$ cat config.mk
export PLATFORM = sky130hd
export DESIGN_NAME = multiword_add_sequencer
export DESIGN_NICKNAME = d
export VERILOG_FILES = /design/src/rtl/multiword_add_sequencer.sv
export SDC_FILE = /design/constraint.sdc
export NUM_CORES = 1
export LEC_CHECK = 0
export ABC_AREA = 1
export BUFFER_PORTS_ARGS = -buffer_cell sky130_fd_sc_hd__buf_4
export CORE_MARGIN = 3
export CORE_UTILIZATION = 44
export CTS_BUF_LIST = sky130_fd_sc_hd__clkbuf_8
export DETAILED_ROUTE_END_ITERATION = 6
export HOLD_SLACK_MARGIN = 0.08
export PLACE_DENSITY_LB_ADDON = 0.3
export SYNTH_ARGS = -nofsm -noshare
export SYNTH_HDL_FRONTEND = slang
export SYNTH_SLANG_ARGS = --single-unit
$ cat constraint.sdc
create_clock -name clk -period 2.95 [get_ports clk]
set_input_delay 0.295 -clock clk [delete_from_list [all_inputs] [get_ports clk]]
set_output_delay 0.295 -clock clk [all_outputs]
set_load 0.01 [all_outputs]
$ cat src/rtl/multiword_add_sequencer.sv
// Multi-precision add/subtract sequencer: W-bit operands are processed one N-bit word per
// cycle, LS word first, through a single carry-select adder with a registered carry chain.
module multiword_add_sequencer #(
   parameter int unsigned N     = 8,
   parameter int unsigned WORDS = 4
) (
   input  logic                 clk,
   input  logic                 rst,
   input  logic                 in_valid,
   output logic                 in_ready,
   input  logic [N*WORDS-1:0]   A,
   input  logic [N*WORDS-1:0]   B,
   input  logic                 Cin,
   input  logic                 Sub,
   output logic                 out_valid,
   input  logic                 out_ready,
   output logic [N*WORDS-1:0]   Sum,
   output logic                 Cout,
   output logic                 Overflow,
   output logic                 busy
);

   localparam int unsigned W     = N * WORDS;
   localparam int unsigned IDX_W = (WORDS > 1) ? $clog2(WORDS) : 1;
   localparam int unsigned LO    = (N + 1) / 2;
   localparam int unsigned HI    = N - LO;
   localparam int unsigned LO1   = LO + 1;
   localparam int unsigned HI1   = HI + 1;
   localparam logic [IDX_W-1:0] LAST_IDX = IDX_W'(WORDS - 1);

   typedef enum logic [1:0] {
      IDLE = 2'd0,
      RUN  = 2'd1,
      DONE = 2'd2
   } state_t;

   state_t           state_q;
   state_t           state_d;
   logic [W-1:0]     op_a;
   logic [W-1:0]     op_b;
   logic             carry_q;
   logic [IDX_W-1:0] idx_q;

   logic [N-1:0]     word_a;
   logic [N-1:0]     word_b;
   logic [N-1:0]     add_sum;
   logic             add_cout;
   logic             last_word;

   assign word_a    = op_a[idx_q*N +: N];
   assign word_b    = op_b[idx_q*N +: N];
   assign last_word = (idx_q == LAST_IDX);

   // Shared N-bit carry-select adder: low half ripples, high half is precomputed
   // for both carries and selected by the low-half carry-out.
   generate
      if (HI == 0) begin : g_csa_narrow
         logic [LO:0] lo_res;
         assign lo_res   = {1'b0, word_a[LO-1:0]} + {1'b0, word_b[LO-1:0]} + LO1'(carry_q);
         assign add_sum  = lo_res[LO-1:0];
         assign add_cout = lo_res[LO];
      end else begin : g_csa_split
         logic [LO:0] lo_res;
         logic [HI:0] hi_c0;
         logic [HI:0] hi_c1;
         assign lo_res   = {1'b0, word_a[LO-1:0]} + {1'b0, word_b[LO-1:0]} + LO1'(carry_q);
         assign hi_c0    = {1'b0, word_a[N-1:LO]} + {1'b0, word_b[N-1:LO]};
         assign hi_c1    = {1'b0, word_a[N-1:LO]} + {1'b0, word_b[N-1:LO]} + HI1'(1'b1);
         assign add_sum  = {(lo_res[LO] ? hi_c1[HI-1:0] : hi_c0[HI-1:0]), lo_res[LO-1:0]};
         assign add_cout = lo_res[LO] ? hi_c1[HI] : hi_c0[HI];
      end
   endgenerate

   // Next-state logic
   always_comb begin
      state_d = state_q;
      case (state_q)
         IDLE: if (in_valid)  state_d = RUN;
         RUN:  if (last_word) state_d = DONE;
         DONE: if (out_ready) state_d = IDLE;
         default:             state_d = IDLE;
      endcase
   end

   // State, handshake flags and datapath registers
   always_ff @(posedge clk) begin
      if (rst) begin
         state_q   <= IDLE;
         in_ready  <= 1'b1;
         out_valid <= 1'b0;
         busy      <= 1'b0;
         op_a      <= '0;
         op_b      <= '0;
         carry_q   <= 1'b0;
         idx_q     <= '0;
         Sum       <= '0;
         Cout      <= 1'b0;
         Overflow  <= 1'b0;
      end else begin
         state_q   <= state_d;
         in_ready  <= (state_d == IDLE);
         out_valid <= (state_d == DONE);
         busy      <= (state_d != IDLE);
         case (state_q)
            IDLE: begin
               if (in_valid) begin
                  op_a    <= A;
                  op_b    <= Sub ? ~B : B;
                  carry_q <= Cin ^ Sub;
                  idx_q   <= '0;
               end
            end
            RUN: begin
               Sum[idx_q*N +: N] <= add_sum;
               carry_q           <= add_cout;
               idx_q             <= idx_q + IDX_W'(1);
               if (last_word) begin
                  Cout     <= add_cout;
                  Overflow <= (op_a[W-1] == op_b[W-1]) && (add_sum[N-1] != op_a[W-1]);
               end
            end
            default: ;
         endcase
      end
   end

endmodule
# Word-level counts from Yosys, hierarchy flattened
# Cells that the tools add are included.
[classes]
n_eq_ne = 7
n_mux = 12
bitwise_logic = 2
n_reduce_logical = 8
n_addsub = 6
shift = 4
[ops]
columns = ["operator", "n"]
rows = [
  ["variable part select 32 x 6 -> 8 bit", 2],
  ["negation 5 -> 34 bit", 1],
  ["variable shift 8 x 34 -> 32 bit (first input constant)", 1],
  ["variable part select 8 x 34 -> 32 bit", 1],
  ["bitwise mux 32 bit", 1],
  ["two-way mux 32 bit", 1],
  ["inverter 32 bit", 1],
  ["adder 4 x 4 -> 5 bit", 2],
  ["two-way mux 2 bit", 4],
  ["== test 2 bit (second input constant)", 3],
  ["one-hot mux 2 bit (3 select lines)", 1],
  ["AND reduction 2 bit", 3],
  ["adder 5 x 1 -> 5 bit", 1],
  ["adder 5 x 1 -> 5 bit (second input constant)", 1],
  ["zero test 2 bit", 2],
  ["two-way mux 4 bit", 1],
  ["one-hot mux 2 bit (2 select lines)", 1],
  ["nonzero test 2 bit", 2],
  ["adder 2 x 1 -> 2 bit (second input constant)", 1],
  ["== test 2 x 1 -> 1 bit (second input constant)", 1],
  ["two-way mux 1 bit", 2],
  ["!= test 2 bit (second input constant)", 1],
  ["one-hot mux 1 bit (2 select lines)", 1],
  ["== test 1 bit", 1],
  ["other kinds (3)", 3],
]
[word_totals]
regBits = 106
elab_cells = 50
input_bits = 70
output_inout_bits = 37

# Depth between registers and ports, before layout
[depth]
ltp_word = 6
depth_mapped = 20
depth_no_buf = 18

# Least setup slack after synthesis
# OpenSTA, ideal clock, no wires.
[synth_path]
kind = "register -> register"
from = "register idx_q[0]"
to = "register Sum[13]"
required_ns = 2.880
arrival_time_ns = 2.690
path_stages_with_launch = 17
setup_time_ns = 0.070
path_buffers = 2
setup_slack_ns = 0.190
period_less_slack_ns = 2.760
path_cell_list = "dfxtp_1 -> buf_2 -> inv_2 -> buf_1 -> nor2_1 -> o22ai_1 -> ha_1 -> inv_1 -> fa_1 -> inv_1 -> ha_1 -> nand2_1 -> o21ai_0 -> nand2_1 -> nor2_1 -> nand2_1 -> a21oi_1"
[synth_between]
elab_chain_len = 6
elab_cells_between_ends = 11
classes_between = "add/sub (5); shift (4); mux (2)"
[synth_rtl]
columns = ["element", "line_no", "rtl"]
rows = [
  ["from (decl)", "42", "logic [IDX_W-1:0] idx_q;"],
  ["from (signal assigned)", "116", "idx_q <= idx_q + IDX_W'(1);"],
  ["variable part select 32 x 6 -> 8 bit (on tied branches)", "50, 51", ""],
  ["adder 4 x 4 -> 5 bit (on tied branches)", "67, 68, 66", ""],
  ["adder 5 x 1 -> 5 bit (on tied branches)", "68, 66", ""],
  ["two-way mux 4 bit", "69", "assign add_sum = {(lo_res[LO] ? hi_c1[HI-1:0] : hi_c0[HI-1:0]), lo_res[LO-1:0]};"],
  ["variable part select 8 x 34 -> 32 bit", "114", "Sum[idx_q*N +: N] <= add_sum;"],
  ["bitwise mux 32 bit *", "114", ""],
  ["to (signal, indexed assignment)", "114", ""],
  ["to (decl)", "17", "output logic [N*WORDS-1:0] Sum,"],
]
# Every way passes the cells marked *; elsewhere a longest branch is shown, timed or not.
# A chain may end at the register's enable or synchronous reset.

# Final worst setup path
[layout_path]
from = "register idx_q[0]"
to = "register carry_q"
[layout_between]
elab_chain_len = 5
elab_cells_between_ends = 8
classes_between = "add/sub (4); shift (2); mux (2)"
[layout_rtl]
columns = ["element", "line_no", "rtl"]
rows = [
  ["variable part select 32 x 6 -> 8 bit (on tied branches)", "50, 51", ""],
  ["adder 4 x 4 -> 5 bit (on tied branches)", "67, 68, 66", ""],
  ["adder 5 x 1 -> 5 bit (on tied branches)", "68, 66", ""],
  ["two-way mux 1 bit *", "70", "assign add_cout = lo_res[LO] ? hi_c1[HI] : hi_c0[HI];"],
  ["one-hot mux 1 bit (2 select lines) *", "104", "case (state_q)"],
  ["to (signal assigned)", "109", "carry_q <= Cin ^ Sub;"],
  ["to (signal assigned)", "115", "carry_q <= add_cout;"],
  ["to (decl)", "41", "logic carry_q;"],
]
# Marks and branches as above.

==> results.md <==
Run status:
- The flow ran to the end, and the final reports show no timing, DRC or antenna violations.

Final layout:
- After the last flow step, the layout net total stands at between 800 and 900.
- The commonest non-fill, non-tap cell in the layout is sky130_fd_sc_hd__nor2_1.
- The share of cells above drive strength 1 is approximately 20%.
- Counting the fill cells in the layout gives about 1000.
- The layout-stage area growth over the synthesis result is 23.1%.
- Leaving out fill and tap cells, the most frequent cells in the layout are 138 x sky130_fd_sc_hd__nor2_1, 112 x sky130_fd_sc_hd__buf_4, 104 x sky130_fd_sc_hd__dfxtp_1.
- The non-filler instance count after layout is approximately 880.
- The count of inserted antenna diode cells is 0.

Hold path:
- The type of the most critical hold path is in2reg.
- Counting instances, the worst hold path has a depth of 3.

Detailed routing:
- The number of DRC violations after detailed-routing iteration 0 is about 260.
- Across all layers, the routed design uses roughly 4500 vias.
- After detailed routing, the average wire length per cell comes to 14.1 um.
- In this run the remaining antenna-violating nets after routing total 0.
- For this run, design rule violations remaining after detail routing come to 0.
- The count of TritonRoute iterations in the first routing pass is 5.
- Dividing the detail-routed via count by the number of cells gives just over 5.
- The routed wire length is 12.5 mm.

Yosys:
- Summing the areas of all compound-gate instances in the mapped netlist gives 18.3% of the synthesized area.
- The cell count after synthesis came out at between 600 and 700.
- After Yosys synthesis, and, or, nand and nor cells account for between 20% and 30% of the synthesized area.
- During synthesis, Yosys emitted a total of 0 warnings.
- A synthesized cell averages approximately 7.6 um2.
- Summing the areas of all xor and xnor instances in the mapped netlist gives under 10% of the synthesized area.
- After synthesis, the largest family of logic cells by area is simple AND/OR/NAND/NOR gates.
- Measured against the total synthesized area, the mux share comes to 0%.
- Synthesis inferred 106 register bits.
- The cell area after technology mapping is 0.00494 mm2.
- Of the synthesized area, sequential elements account for 42.9%.
- Summing the areas of all fa, ha and maj instances in the mapped netlist gives about 4.8% of the synthesized area.
- In this run, distinct cell masters in the synthesized netlist total 28.
- The number of nets handed over by synthesis was 740.

Floorplan:
- The initial utilization of the core area, before any placement, comes to ~45%.
- The die covers roughly 0.013 mm2.
- The standard cell core area is about 0.011 mm2.
- The floorplan step set the die width to roughly 110 um.
- After floorplanning, the core was divided into 38 placement rows.
- The height of the chip is between 100 and 150 um.
- Pin placement for this block handled roughly 110 I/O pins.

Power and ir drop:
- The switching component of the power is between 0.9 and 1 mW.
- The worst-case IR drop observed on VDD is around 0.00033 V.
- The combinational power share is 23.0%.
- The relative contribution of sequential cells to total power is between 40% and 50%.
- The internal portion of the total power is 2.33 mW.
- Summed over all cells, the static leakage comes to 2.57 nW.
- The power per cell area is 547 mW/mm2.
- Net switching is 30.0% of the power.
- Of the total power, the clock network draws about 30%.

Setup path:
- The worst setup path is launched from a flip-flop.
- Data arrives at the worst endpoint at about 3.0 ns.
- The count of cells along the worst register-to-register path is 15.
- The required time at the endpoint of the critical path is about 3.3 ns.
- In this run the critical register-to-register path is captured at carry_q.
- The slowest cell on the critical path is sky130_fd_sc_hd__dfxtp_4.
- In this run the worst setup path terminates at carry_q.
- STA classifies the critical path endpoint as a flip-flop.
- Among the stages of the critical path, the cell type that occurs most often is sky130_fd_sc_hd__inv_1.
- The critical path startpoint is idx_q[0].
- Of all nets on the critical path, the largest fanout is 30.
- In this run the critical register-to-register path is launched from idx_q[0].
- The critical path's largest stage delay is 0.40 ns.
- The signal on the critical path passes through buf_12 -> o21ai_0 -> o22ai_1 -> fa_1 -> inv_1 -> fa_1 -> inv_1 -> nand3_1 -> nand2_2 -> nand3_1 -> o21ai_0 -> nand2_1 -> inv_1 -> nand2_1 -> a21oi_1.
- The slack of the worst reg-to-reg path is 0.25 ns.
- The critical path class is reg2reg.

Global route:
- Global routing consumed, over all layers together, 19.6% of the routing resources.
- The global-route wire length before repair is around 20 mm.
- The initial antenna violation count is 0.
- The pin count of the biggest net entering global routing is between 90 and 100.
- For this run the aggregate overflow at the end of global routing stands at 0.
- The via count of the first global-routing pass was 4329.

Placed design:
- The number of port buffers is 106.
- The pre-CTS worst setup slack is 0.0820 ns.
- The number of placed cells counting well taps is slightly below 900.
- The HPWL after detailed placement is 9.46 mm.
- The final weighted congestion in routability-driven placement is 0.917.

Timing:
- The maximum clock skew at final layout is approximately 0.016 ns.
- The setup-violating endpoint count in the final report is 0.
- Setup repair after global routing left no endpoint under its margin.
- The total count of max-transition violations in the final report was 0.
- For the pin with the worst max-slew slack, the measured transition is 0.835 ns.
- The time the final worst path needs with I/O delays and setup is 2.70 ns.
- Once routing completed, OpenROAD measured the worst setup slack at around 0.25 ns.
- For this run, the top clock speed supported by timing is 0.370 GHz.
- The final hold violation count is 0.
- The tightest slew margin relative to the limit is between 40% and 50%.
- Summed over all failing endpoints, the final setup total negative slack is 0 ns.
- Of the available clock period, the critical path in the final layout requires 91.7%.

Clocking:
- The maximum number of buffers from clock root to sink is 2.
- TritonCTS created 9 clock buffers.
- The clock root buffer is sky130_fd_sc_hd__clkbuf_8.
- At the later pin of the worst-skew pair, clock insertion delay measures ~0.37 ns.
- Once the clock tree was built, the setup fixing pass inserted 0 buffers.
- The H-tree generated during clock tree synthesis spans 3 levels.
- The number of hold-repair buffers added at the cts stage is 0.
- The clock tree from TritonCTS is yes.
- Clock-pin slew was measured on the worst setup and hold paths at ~0.11 ns.
- Clock tree synthesis found a total of around 110 sinks.

Job:
- The max-capacitance violation count is 0.
==> logic make-up after synthesis <==
kind of cell	after synthesis
buf+inv	73
flops	106
fa+ha+maj	17
xor+xnor	35
compound gates	157
simple gates	265
==> routing by layer <==
layer  GRT usage (%)  share of wire (%)  vias to the layer above  wire [um]
li1                -                  -                     2335          -
met1            25.4                 45                     2052       5560
met2            32.9                 48                      138       5940
met3            4.89                6.5                       20        811
met4            5.13                1.4                        0        175
met5               0                  0                        -          0
==> synth_stat cells <==
library cell	n	share of area, %
sky130_fd_sc_hd__or2_2	1	0.13
sky130_fd_sc_hd__a22oi_1	3	0.46
sky130_fd_sc_hd__nand2_1	91	6.9
sky130_fd_sc_hd__a211oi_1	30	4.6
sky130_fd_sc_hd__nor3_1	2	0.20
sky130_fd_sc_hd__inv_1	30	2.3
sky130_fd_sc_hd__nor4_4	1	0.43
sky130_fd_sc_hd__buf_1	4	0.30
sky130_fd_sc_hd__o21ai_0	62	6.3
sky130_fd_sc_hd__nand3b_1	1	0.15
sky130_fd_sc_hd__xor2_1	4	0.71
sky130_fd_sc_hd__fa_1	3	1.2
sky130_fd_sc_hd__dfxtp_1	106	43
sky130_fd_sc_hd__clkbuf_1	19	1.4
sky130_fd_sc_hd__xnor2_1	31	5.5
sky130_fd_sc_hd__nand2_2	1	0.13
sky130_fd_sc_hd__a32oi_1	5	0.89
sky130_fd_sc_hd__nor2_2	1	0.13
sky130_fd_sc_hd__buf_2	17	1.7
sky130_fd_sc_hd__ha_1	14	3.5
sky130_fd_sc_hd__inv_2	3	0.23
sky130_fd_sc_hd__nand2_4	1	0.23
sky130_fd_sc_hd__nand3_1	24	2.4
sky130_fd_sc_hd__a21oi_1	44	4.5
sky130_fd_sc_hd__nor2_1	139	11
sky130_fd_sc_hd__and2_1	1	0.13
sky130_fd_sc_hd__o22ai_1	13	1.6
sky130_fd_sc_hd__nor2_4	2	0.46
==> flip-flops by register name, indices dropped and copies added (netlist names) <==
register / flops
Cout: 1
Overflow: 1
Sum: 32
busy: 1
carry_q: 1
idx_q: 2
in_ready: 1
op_a: 32
op_b: 32
out_valid: 1
state_q: 2
==> worst min path at each step <==
stage	startpoint	to
2_1_floorplan	op_b[1]	op_b[1]
3_3_place_gp	op_b[1]	op_b[1]
3_5_place_dp	Sum[21]	Sum[21]
4_1_cts	A[15]	op_a[15]
5_1_grt	A[13]	op_a[13]
6_report	A[15]	op_a[15]
==> critical path, delay by kind of cell, from the launching register on <==
family                     cells  cell delay (ns)
AOI/OAI and AO/OA              4             0.70
and+or+nand+nor                5             0.51
buffers and inverters          4             0.39
adders and majority gates      2             0.62
DFF                            1             0.40
==> area by class of cell <==
| cell class | count | area [um2] | area share, % |
|---|---|---|---|
| multi-input cells | 474 | 2530 | 41.6 |
| flip-flops and latches | 106 | 2130 | 35.0 |
| repair buffers | 116 | 903 | 14.8 |
| well taps | 140 | 175 | 2.88 |
| clock buffers | 10 | 138 | 2.26 |
| inverters | 33 | 131 | 2.16 |
| clock inverters | 5 | 78.8 | 1.30 |
==> power by group through the flow <==
stage / clock (mW) / combinational (mW) / sequential (mW)
4_1_cts: 0.980 / 0.752 / 1.59
2_1_floorplan: 0 / 0.518 / 1.60
6_report: 0.975 / 0.765 / 1.59
5_1_grt: 1.04 / 0.865 / 1.60
3_3_place_gp: 0 / 0.725 / 1.62
3_5_place_dp: 0 / 0.749 / 1.62
==> through the flow <==
stage	hold slack, ns	util (%)	total power [mW]	area, um2
3_5_place_dp	0.459	53.6	2.37	5830
4_1_cts	0.163	55.5	3.32	6050
6_report	0.165	55.9	3.33	6080
5_1_grt	0.168	55.9	3.50	6080
2_1_floorplan	0.430	-	2.12	4940
3_3_place_gp	0.452	53.6	2.34	5830
==> what timing repair did <==
item / in CTS / in global routing
resized for setup: 0 / 16
endpoints found under the setup margin: 0 / 14
endpoints found under the hold margin: 0 / 0
Power figures use the tool's default switching activity.
